<file path="src/rtl/router_pkg.sv">
// Shared constants for the router output path.
// Header layout, default widths and a clog2 helper.
package router_pkg;

    localparam int DATA_W_DEF = 8;
    localparam int LEN_LSB = 2;
    localparam int ADDR_W_HDR = 2;
    localparam int TIMEOUT_DEF = 30;

    function automatic int clog2(input int v);
        int r;
        r = 0;
        for (int i = 0; i < 31; i++) begin
            if ((1 << i) < v) begin
                r = i + 1;
            end
        end
        return r;
    endfunction

endpackage

</file>
<file path="src/rtl/router_fifo_pkt_ctr.sv">
// Read-side packet length tracker and output register.
// Ports: clk, rst_n, flush, rd_acc, rd_entry in; dout, dout_valid, pkt_busy out.
module router_fifo_pkt_ctr
    import router_pkg::*;
#(
    parameter int DATA_W = DATA_W_DEF
) (
    input  logic              clk,
    input  logic              rst_n,
    input  logic              flush,
    input  logic              rd_acc,
    input  logic [DATA_W:0]   rd_entry,
    output logic [DATA_W-1:0] dout,
    output logic              dout_valid,
    output logic              pkt_busy
);

    localparam int CW = DATA_W - 1;

    logic [CW-1:0]            cnt_q, cnt_d;
    logic [DATA_W-1:0]        dout_q, dout_d;
    logic                     dv_q, dv_d;
    logic [DATA_W-LEN_LSB-1:0] len;

    assign len = rd_entry[DATA_W-1:LEN_LSB];

    always_comb begin
        cnt_d  = cnt_q;
        dout_d = dout_q;
        dv_d   = 1'b0;
        if (flush) begin
            cnt_d  = '0;
            dout_d = '0;
        end else if (rd_acc) begin
            dout_d = rd_entry[DATA_W-1:0];
            dv_d   = 1'b1;
            // header reloads payload length plus the trailing parity byte
            if (rd_entry[DATA_W]) begin
                cnt_d = CW'(len) + CW'(1);
            end else if (cnt_q != '0) begin
                cnt_d = cnt_q - CW'(1);
            end
        end else if (cnt_q == '0) begin
            // outside a packet the output bus is parked at zero
            dout_d = '0;
        end
    end

    always_ff @(posedge clk or negedge rst_n) begin
        if (!rst_n) begin
            cnt_q  <= '0;
            dout_q <= '0;
            dv_q   <= 1'b0;
        end else begin
            cnt_q  <= cnt_d;
            dout_q <= dout_d;
            dv_q   <= dv_d;
        end
    end

    assign dout       = dout_q;
    assign dout_valid = dv_q;
    assign pkt_busy   = (cnt_q != '0);

endmodule

</file>
<file path="src/rtl/router_fifo_flex.sv">
// Parametrised per-port output FIFO with occupancy flags and read timeout.
// Ports: write side (w_en, lfd_state, din), read side (r_en, dout, dout_valid), status flags.
module router_fifo_flex
    import router_pkg::*;
#(
    parameter int DATA_W    = DATA_W_DEF,
    parameter int DEPTH     = 16,
    parameter int AF_MARGIN = 2,
    parameter int TIMEOUT   = TIMEOUT_DEF
) (
    input  logic                  clk,
    input  logic                  rst,
    input  logic                  soft_rst,
    input  logic                  w_en,
    input  logic                  lfd_state,
    input  logic [DATA_W-1:0]     din,
    input  logic                  r_en,
    output logic [DATA_W-1:0]     dout,
    output logic                  dout_valid,
    output logic                  full,
    output logic                  empty,
    output logic                  almost_full,
    output logic [clog2(DEPTH):0] count,
    output logic                  pkt_busy,
    output logic                  overflow,
    output logic                  timeout
);

    localparam int AW   = clog2(DEPTH);
    localparam int CW   = AW + 1;
    localparam int TO_W = (TIMEOUT > 1) ? clog2(TIMEOUT) : 1;

    localparam logic [AW:0]     AF_LVL  = CW'(DEPTH - AF_MARGIN);
    localparam logic [TO_W-1:0] TO_LAST = TO_W'((TIMEOUT > 0) ? TIMEOUT - 1 : 0);

    logic [DATA_W:0]   mem_q [DEPTH];
    logic [AW:0]       wr_ptr_q, wr_ptr_d;
    logic [AW:0]       rd_ptr_q, rd_ptr_d;
    logic [TO_W-1:0]   idle_q, idle_d;
    logic              ovf_q, ovf_d;
    logic              to_q, to_d;
    logic              wr_acc, rd_acc;
    logic              idle_cyc, fire, flush;

    assign empty       = (wr_ptr_q == rd_ptr_q);
    assign full        = (wr_ptr_q[AW] != rd_ptr_q[AW]) &&
                         (wr_ptr_q[AW-1:0] == rd_ptr_q[AW-1:0]);
    assign count       = wr_ptr_q - rd_ptr_q;
    assign almost_full = (count >= AF_LVL);

    assign wr_acc   = w_en && !full;
    assign rd_acc   = r_en && !empty;
    assign idle_cyc = !empty && !rd_acc;
    // timeout flush behaves exactly like soft_rst on the next edge
    assign fire     = (TIMEOUT > 0) && idle_cyc && (idle_q == TO_LAST);
    assign flush    = soft_rst || fire;

    always_comb begin
        wr_ptr_d = wr_ptr_q;
        rd_ptr_d = rd_ptr_q;
        idle_d   = '0;
        ovf_d    = 1'b0;
        to_d     = fire && !soft_rst;
        if (flush) begin
            wr_ptr_d = '0;
            rd_ptr_d = '0;
        end else begin
            if (wr_acc) begin
                wr_ptr_d = wr_ptr_q + CW'(1);
            end
            if (rd_acc) begin
                rd_ptr_d = rd_ptr_q + CW'(1);
            end
            ovf_d = w_en && full;
            if ((TIMEOUT > 0) && idle_cyc) begin
                idle_d = idle_q + TO_W'(1);
            end
        end
    end

    always_ff @(posedge clk or negedge rst) begin
        if (!rst) begin
            wr_ptr_q <= '0;
            rd_ptr_q <= '0;
            idle_q   <= '0;
            ovf_q    <= 1'b0;
            to_q     <= 1'b0;
        end else begin
            wr_ptr_q <= wr_ptr_d;
            rd_ptr_q <= rd_ptr_d;
            idle_q   <= idle_d;
            ovf_q    <= ovf_d;
            to_q     <= to_d;
        end
    end

    // storage is never cleared, only the pointers are
    always_ff @(posedge clk) begin
        if (wr_acc && !flush) begin
            mem_q[wr_ptr_q[AW-1:0]] <= {lfd_state, din};
        end
    end

    router_fifo_pkt_ctr #(
        .DATA_W (DATA_W)
    ) u_pkt_ctr (
        .clk        (clk),
        .rst_n      (rst),
        .flush      (flush),
        .rd_acc     (rd_acc),
        .rd_entry   (mem_q[rd_ptr_q[AW-1:0]]),
        .dout       (dout),
        .dout_valid (dout_valid),
        .pkt_busy   (pkt_busy)
    );

    assign overflow = ovf_q;
    assign timeout  = to_q;

endmodule

</file>
<file path="config.mk">
export PLATFORM = sky130hd
export DESIGN_NAME = router_fifo_flex
export DESIGN_NICKNAME = d
export VERILOG_FILES = /design/src/rtl/router_pkg.sv /design/src/rtl/router_fifo_pkt_ctr.sv /design/src/rtl/router_fifo_flex.sv
export SDC_FILE = /design/constraint.sdc
export NUM_CORES = 1
export LEC_CHECK = 0
export BUFFER_PORTS_ARGS = -buffer_cell sky130_fd_sc_hd__buf_2
export CAP_MARGIN = 20
export CORE_UTILIZATION = 61
export CTS_CLUSTER_SIZE = 14
export DETAILED_ROUTE_END_ITERATION = 10
export MAX_ROUTING_LAYER = met4
export PLACE_DENSITY = 0.79
export SYNTH_ARGS = -nofsm -noshare
export SYNTH_HDL_FRONTEND = slang
export SYNTH_SLANG_ARGS = --single-unit
</file>
<file path="constraint.sdc">
create_clock -name clk -period 4.7 [get_ports clk]
set_clock_uncertainty 0.05 [all_clocks]
set_input_delay 0.235 -clock clk [delete_from_list [all_inputs] [get_ports clk]]
set_output_delay 0.235 -clock clk [all_outputs]
set_load 0.02 [all_outputs]
</file>
[Word level (Yosys, flattened, before mapping)]
Memory sizes are Yosys's and may differ from the RTL's.
Cells that the tools add are included.
Word-level totals
  input port bits: 14
  output and inout port bits: 20
  memory bits (writable): 144
  register bits: 33
  memories kept: 1
Memory list
  mem_q: words 16, bits a word 9, read ports 1, clocked after memory_dff 0, wr ports 1, line router_fifo_flex.sv:36  | logic [DATA_W:0] mem_q [DEPTH];
Cells by class
  reduce and logical (&&, ||, !) cells: 21
  multiplexer cells: 18
  add/subtract/negate cells: 6
  eq/ne operators: 4
  magnitude comparators: 1
Operator list (number)
  $mux 5: 6
  $mux 7: 4
  $mux 8: 3
  $add 5x1->5 const B: 3
  $logic_and 1x1->1: 8
  $add 6x1->7 const B: 1
  $logic_not 7->1: 1
  $reduce_bool 7->1: 1
  $sub 7x1->7 const B: 1
  $reduce_bool 3->1: 2
  $eq 5x5->1: 1
  $eq 5x5->1 const B: 1
  $ge 5x4->1 const B: 1
  $logic_not 1->1: 5
  $mux 1: 5
  $sub 5x5->5: 1
  $eq 4x4->1: 1
  $reduce_bool 2->1: 2
  $reduce_and 2->1: 1
  $logic_or 1x1->1: 1
  $ne 1x1->1: 1

[Longest topological paths before layout]
Gate-level depths: netlist (run 1).
  depth in word-level cells: 11
  gate-level depth with buffers: 13

[By module]
Synthesis (run 1) repeated with hierarchy kept, for this count alone.
Unflattened totals
  cell total of the unflattened synthesis: 444
  area, all modules: 7404.6 µm²
By module, submodules not included
  router_fifo_flex: sequential area each 4749.6 µm², area each 6535.0 µm², cells each 352, instances 1
  router_fifo_pkt_ctr: sequential area each 400.4 µm², area each 869.6 µm², cells each 92, instances 1

[Worst setup path before layout (run 1)]
No wires, ideal clock.
  path type: register to register
  from: register rd_ptr_q[1]
  to: memory mem_q[0][0] (netlist bit) (enable)
  buffers on the path: 3
  library setup time: 0.387 ns
  path slack: 1.102 ns
  cell stages (with the launch flop): 12
  arrival time: 3.162 ns
  period minus slack after synthesis: 3.598 ns
  path through: dfrtp_1 clkbuf_1 buf_2 buf_2 inv_1 ha_1 and4_1 nor2b_1 nor2b_1 nor2b_1 nand2_1 nor3_1
Between the ends
  elaborated cells between the ends (all ways): 15
RTL lines
  from (decl): line router_fifo_flex.sv:38  | logic [AW:0] rd_ptr_q, rd_ptr_d;
  from (signal assigned): line router_fifo_flex.sv:90  | rd_ptr_q <= rd_ptr_d;
  $eq 4x4->1: line router_fifo_flex.sv:47  | (wr_ptr_q[AW-1:0] == rd_ptr_q[AW-1:0]);
  $logic_and 1x1->1: line router_fifo_flex.sv:46  | assign full = (wr_ptr_q[AW] != rd_ptr_q[AW]) &&
  via full: line router_fifo_flex.sv:20  | output logic full,
  $logic_not 1->1: line router_fifo_flex.sv:51  | assign wr_acc = w_en && !full;
  $logic_and 1x1->1: line router_fifo_flex.sv:51
  $logic_and 1x1->1: line router_fifo_flex.sv:99  | if (wr_acc && !flush) begin
  $mux 1: line router_fifo_flex.sv:99
  $mux 1 (implied by the code): line router_fifo_flex.sv:100  | mem_q[wr_ptr_q[AW-1:0]] <= {lfd_state, din};
  to (decl): line router_fifo_flex.sv:36
The timed path passes the listed nets, and every way through them passes these cells.

[Worst setup path in the final report (run 1)]
  from: register rd_ptr_q[2]
  to: memory mem_q[5][8] (netlist bit) (enable)
Between the ends
  longest elaborated chain between the ends: 11
  elaborated cells between the ends (all ways): 15
RTL lines
  $eq 5x5->1: line router_fifo_flex.sv:45  | assign empty = (wr_ptr_q == rd_ptr_q);
  $logic_not 1->1: line router_fifo_flex.sv:52, router_fifo_flex.sv:53
  $logic_and 1x1->1: line router_fifo_flex.sv:52  | assign rd_acc = r_en && !empty;
  $logic_not 1->1: line router_fifo_flex.sv:53  | assign idle_cyc = !empty && !rd_acc;
  $logic_and 1x1->1: line router_fifo_flex.sv:53
  $logic_and 1x1->1: line router_fifo_flex.sv:55  | assign fire = (TIMEOUT > 0) && idle_cyc && (idle_q == TO_LAST);
  $logic_or 1x1->1: line router_fifo_flex.sv:56  | assign flush = soft_rst || fire;
  $logic_not 1->1: line router_fifo_flex.sv:99
  $logic_and 1x1->1 *: line router_fifo_flex.sv:99
  $mux 1 *: line router_fifo_flex.sv:99
  $mux 1 (implied by the code) *: line router_fifo_flex.sv:100
Every way passes the cells marked *; elsewhere a longest branch is shown, timed or not.

==> impl_metrics.yaml, run 1 <==
power:
  pwr_density_cell_nw_per_um2: 435
  p_leak_nw: 2.98
  peakVddDrop_v: 0.000318
placed_design:
  gp_congestion: 0.897
  post-dp-hpwl_um: 10200
  dp_cells: 624
  port_buffers: 33
synthesis:
  synthArstFlopShare: 0.186
  synth_nets: 477
  synth_area_sq_um: 7470
  ys_seq_area_frac: 0.689
  synth_edf_count: 144
  synth_cells: 449
  yosys.area.top_type_share: 0.579
  yosysMostFrequentCell: "edfxtp_1"
  netlist_top_cells_count: "144 x edfxtp_1, 35 x mux4_2, 34 x nor2_1"
  synth_top_area_cell: "edfxtp_1"
  synth_ff_type: "edfxtp_1"
  ys_types: 48
  synth.avg_cell_area_sq_um: 16.6
  ys_warn_count: 0
  ys_top_cells_by_area: "edfxtp_1 58%, dfrtp_1 11%, mux4_2 11%, ha_1 2.2%, nor2_1 1.7%"
  ys_seq_elements: 177
critical_path:
  start_kind: "flop"
  crit_start: "rd_ptr_q[2]"
  rrSetupSlack_ps: 590
  endpoint_kind: "flop"
  arrival_ps: 4120
  path_max_fanout: 17
  critical_path_class: "flop to flop"
  crit_required_ps: 4700
  r2r_start: "rd_ptr_q[2]"
detailed_routing:
  vias: 4212
  first_iter_violations: 454
  postRouteAntennaNets: 0
  routed_via_density: 6.41
  drc: 0
  drt_wl_total_um: 15500
  first_pass_iters: 5
  wl_per_cell_um: 23.6
cells_and_area:
  num_antenna_cells: 0
  layout-drive-gt1-share: 0.231
  syn_to_final_growth_pct: 12.4
  nets: 526
  fillers: 782
  stdcell_count: 657
die:
  initial_core_util: 0.625
  rows: 40
  core_sq_um: 12000
  fp.dieH_um: 113
  ios: 34
  die_x_um: 113
  die_area_sq_um: 12700
sta:
  hold_viol_final: 0
  slew_violations: 0
  fmax_mhz: 243
  slew_headroom: 0.441
  setup_viol: 0
  fin_tns_setup_ps: 0
  period_minus_slack_ps: 4110
  period_share: 0.875
  tightest_slew_ps: 836
  rsz0062_at_grt: "false"
clock_tree:
  cts_buffers: 17
  clk_latency_ps: 430
  clock_sinks: 177
  htreeDepth: 4
  cts_tree: "yes"
  cts_buffer_depth: 2
  root_buffer: "clkbuf_16"
  clkSlewWorstSetupHoldPaths_ps: 60
job:
  maxCapViolCount: 0
global_routing:
  grt_pass1_wl_um: 24600
  antenna_found_initial: 0
  grt_max_degree: 45
  grt_pass1_vias: 4355
  gr-total-overflow: 0
  grt_usage: 0.280
min_path:
  hp-class: "primary input to flop"
  hold_start: "w_en"
run_status:
  status: "finished, final reports clean"
## cell usage in the layout (no fill, tap or decap), types with 10 or more instances in the layout
master / count
dfrtp_1: 32
nor2b_1: 11
a22oi_1: 14
nand3_1: 17
nand2_1: 17
nor2_1: 34
clkbuf_16: 17
buf_4: 14
mux2i_1: 10
ha_1: 13
buf_2: 33
mux4_2: 35
edfxtp_1: 144
inv_1: 12
## state kept, by name, indices dropped and copies added, names as in the netlist
name and flops:
mem_q 144, idle_q 5, overflow 1, u_pkt_ctr.cnt_q 7, u_pkt_ctr.dout_valid 1, rd_ptr_q 5, wr_ptr_q 5, u_pkt_ctr.dout 8
timeout 1
## where the power goes
group / internal [W] / switching (W) / leakage, nW
Combinational: 0.000230 / 0.000344 / 0.968
Sequential: 0.00173 / 0.0000309 / 1.75
Clock: 0.000734 / 0.000587 / 0.262
## path summary, 6_finish.rpt
path	endpoint	cells past startpoint
max in group asynchronous	rd_ptr_q[0]	2
min in group asynchronous	wr_ptr_q[3]	2
setup / recovery	mem_q[5][8]	8
setup reg to reg	mem_q[5][8]	8
hold reg to reg	u_pkt_ctr.dout[2]	1
hold / removal	overflow	2
## worst max-delay path, stage by stage, from the launching register on
cell      delay, ps
dfrtp_1         720
clkinv_1        440
ha_1            450
and4_1          250
nor2b_1         160
nor2b_1         370
nor2b_1         400
nand2_1         210
nor2_1          680
## repair_timing
action,CTS,global route
endpoints found under the setup margin,0,0
hold buffers,2,0
hold endpoints to repair,36,0
setup buffers,0,0
resized for setup,0,0
## per-stage QoR
stage | power [W] | hold WS (ps) | setup WS (ps) | util | instance area [sq um]
after global placement | 0.00235 | 272 | 913 | 0.654 | 7820
after CTS | 0.00368 | 8.71 | 636 | 0.702 | 8400
after global routing | 0.00379 | 27.8 | 349 | 0.702 | 8400
after detailed placement | 0.00236 | 291 | 681 | 0.654 | 7820
final | 0.00366 | 26.8 | 585 | 0.702 | 8400
after floorplan | 0.00221 | -111 | 1100 | - | 7470
## cells by family (layout without fill, tap and decap cells)
group	Yosys count	after routing	synth area share
compound gates	51	51	0.0506
xor+xnor	17	17	0.0199
fa+ha+maj	14	14	0.0244
buf+inv	33	94	0.0213
flops	177	177	0.689
mux	45	45	0.119
simple gates	112	112	0.0760
## per-layer routing
metal	wire (um)	global-route usage
met5	0	-
met1	6030	0.340
met2	7860	0.444
met3	1040	0.0670
met4	592	0.142
## layout make-up
type	instances	area, sq um	share of cell area
Timing Repair Buffer	49	290	0.0346
Clock inverter	13	126	0.0150
Sequential cell	177	5150	0.613
Clock buffer	18	429	0.0511
Multi-Input combinational cell	239	2170	0.258
Inverter	14	52.6	0.00626
Tap cell	147	184	0.0219
Power figures use the tool's default switching activity.
==> run 2, diff against run 1 <==
Settings changed: SYNTH_HIERARCHICAL set to 1.
==> run 2 against run 1 <==
Fmax rose by 21%. Setup slack improved by 730 ps. Largest cell class unchanged. Utilization rose by 1.2 points. Non-clock buffer count fell by 4. Die area fell by 0.92%. The run now ends with design-rule violations left. Sequential share of layout area rose by 0.77 points. Via count fell by 2.5%. Global-route usage fell by 1.0 points. Flip-flop and latch count did not move. Critical endpoint is now u_pkt_ctr/cnt_q[3]. Critical path depth rose by 1.
==> impl_metrics.yaml, run 2 <==
detailed_routing:
  vias: 4108
  first_pass_iters: 7
  wl_per_cell_um: 23.1
  drc: 5
  first_iter_violations: 442
  drt_wl_total_um: 14900
  postRouteAntennaNets: 0
  routed_via_density: 6.35
critical_path:
  arrival_ps: 3630
  max_stage_delay_ps: 650
  crit_required_ps: 4940
  r2r_start: "rd_ptr_q[0]"
  crit_slowest_cell: "nand2_1"
  rrSetupSlack_ps: 1310
  r2r_cells: 9
  crit_family: "simple AND/OR/NAND/NOR gates"
  start_kind: "flop"
  crit_buf_inv: 1
  critical_path_class: "flop to flop"
  crit_path_frequent_cell: "o21ai_0"
  path_max_fanout: 26
  path_cells: "buf_4 -> ha_1 -> and4_1 -> a211o_1 -> nand2_1 -> nor2_1 -> a41o_1 -> o21ai_0 -> o21ai_0"
  reg2reg_to: "u_pkt_ctr/cnt_q[3]"
  endpoint_kind: "flop"
cells_and_area:
  multi_input_area_sq_um: 2120
  fillers: 732
  num_antenna_cells: 0
  syn_to_final_growth_pct: 12.0
  final_util: 0.714
  seqCellArea_sq_um: 5150
  stdcell_count: 647
  largest_reg_flops: 144
  layout-drive-gt1-share: 0.218
  final_common_cell: "edfxtp_1"
  nets: 520
  final_cell_mix: "144 x edfxtp_1, 42 x nor2_1, 36 x mux4_2"
synthesis:
  yosys.area.top_type_share: 0.584
  synth_nets: 472
  synth_xor_xnor_area_share: 0.0211
  synth_compound_area_frac: 0.0605
  ys_seq_elements: 177
  netlist_top_cells_count: "144 x edfxtp_1, 42 x nor2_1, 36 x mux4_2"
  yosys.area_share.simple: 0.0681
  synth_adder_area_share: 0.0247
  synthArstFlopShare: 0.186
  synthMuxAreaShare: 0.112
  yosysMostFrequentCell: "edfxtp_1"
  synth_cells: 444
  ys_types: 47
  synth_edf_count: 144
  ys_top_cells_by_area: "edfxtp_1 58%, dfrtp_1 11%, mux4_2 11%, ha_1 2.2%, nor2_1 2.1%"
  ys_warn_count: 6
  synth.avg_cell_area_sq_um: 16.7
  synth_ff_type: "edfxtp_1"
  synth_top_family_by_area: "multiplexers"
  synth_top_area_cell: "edfxtp_1"
  ys_seq_area_frac: 0.696
  synth_area_sq_um: 7400
global_routing:
  grt_pass1_wl_um: 23700
  antenna_found_initial: 0
  grt_pass1_vias: 4250
  gr-total-overflow: 0
  grt_usage: 0.270
  grt_max_degree: 40
placed_design:
  gp_congestion: 0.883
  post-dp-hpwl_um: 9700
  dp_cells: 612
  post-place-ws_ps: 1360
  port_buffers: 33
sta:
  slew_headroom: 0.364
  setup_viol: 0
  fin_ws_ps: 1310
  fmax_mhz: 295
  period_share: 0.721
  whs_ps: 163
  tightest_slew_ps: 950
  slew_violations: 0
  fin_tns_setup_ps: 0
  rsz0062_at_grt: "false"
  period_minus_slack_ps: 3390
  hold_viol_final: 0
clock_tree:
  cts_hold_buf: 4
  htreeDepth: 4
  postCtsSetupBuffers: 0
  cts_tree: "yes"
  root_buffer: "clkbuf_16"
  clock_sinks: 177
  clk_latency_ps: 420
  clkSlewWorstSetupHoldPaths_ps: 60
  cts_buffer_depth: 2
  cts_buffers: 17
  post_cts_resized: 0
die:
  die_x_um: 112
  fp.dieH_um: 112
  die_area_sq_um: 12600
  rows: 39
  initial_core_util: 0.638
  ios: 34
  core_sq_um: 11600
min_path:
  hold_start: "din[2]"
  min_to: "mem_q[8][2]"
  whs_path_depth: 1
  hp-class: "primary input to flop"
power:
  pwr_density_cell_nw_per_um2: 459
  p_leak_nw: 2.91
  peakVddDrop_v: 0.000347
run_status:
  status: "finished, violations left"
  violations: "design-rule violations"
job:
  maxCapViolCount: 0
## run 2: cell count changes after synthesis, sizes merged, moves of 3 or more
cell,previous run,this run
a21oi,8,13
a22oi,14,18
clkbuf,9,6
mux2i,10,2
nand3,17,7
nand4,5,10
nor2,34,42
nor2b,11,3
o21ai,4,12
or3,2,5
## run 2: layer usage
| metal | wire (um) | track usage |
|---|---|---|
| met1 | 6400 | 0.348 |
| met2 | 7490 | 0.425 |
| met3 | 690 | 0.0556 |
| met4 | 364 | 0.112 |
| met5 | 0 | - |
## run 2: cell families (layout without fill, tap and decap cells)
group / after synthesis / after routing
flip-flops: 177 / 177
adder cells (fa/ha/maj): 14 / 14
XOR/XNOR: 17 / 17
buffers and inverters: 29 / 89
multiplexers: 38 / 38
AO/OA/AOI/OAI: 64 / 64
AND/OR/NAND/NOR: 105 / 105
## run 2: how the worst max path moves through the flow
stage                      startpoint                  to  slack, ps  cells past startpoint
after CTS                 rd_ptr_q[0]  u_pkt_ctr/cnt_q[3]       1340                      9
after global placement    rd_ptr_q[0]  u_pkt_ctr/cnt_q[3]       1470                      9
after detailed placement  rd_ptr_q[0]  u_pkt_ctr/cnt_q[3]       1360                      9
after floorplan           rd_ptr_q[1]         mem_q[0][0]       1470                      9
final                     rd_ptr_q[0]  u_pkt_ctr/cnt_q[3]       1310                      9
after global routing      rd_ptr_q[0]  u_pkt_ctr/cnt_q[0]       1130                      9
## run 2: final cells by class
| class | count | area share |
|---|---|---|
| multi-input combinational | 238 | 0.256 |
| clock buffer | 20 | 0.0526 |
| clock inverter | 11 | 0.0112 |
| tap | 143 | 0.0216 |
| timing repair buffer | 45 | 0.0320 |
| inverter | 13 | 0.00588 |
| sequential | 177 | 0.621 |
## run 2: power by group
group          leakage (nW)  switching [W]  internal [W]
sequential             1.75      0.0000424       0.00175
clock                 0.247       0.000558      0.000719
combinational         0.913       0.000434      0.000308
## run 2: metrics by stage
stage          instance area (sq um)  power [W]
2_1_floorplan                   7400    0.00236
3_3_place_gp                    7730    0.00254
3_5_place_dp                    7730    0.00256
4_1_cts                         8300    0.00382
5_1_grt                         8300    0.00394
6_report                        8300    0.00381
## run 2: worst reg2reg max path, stage by stage, from the launching register on
cell	delay, ps
dfrtp_2	350
buf_4	390
ha_1	350
and4_1	300
a211o_1	380
nand2_1	650
nor2_1	150
a41o_1	320
o21ai_0	200
o21ai_0	110
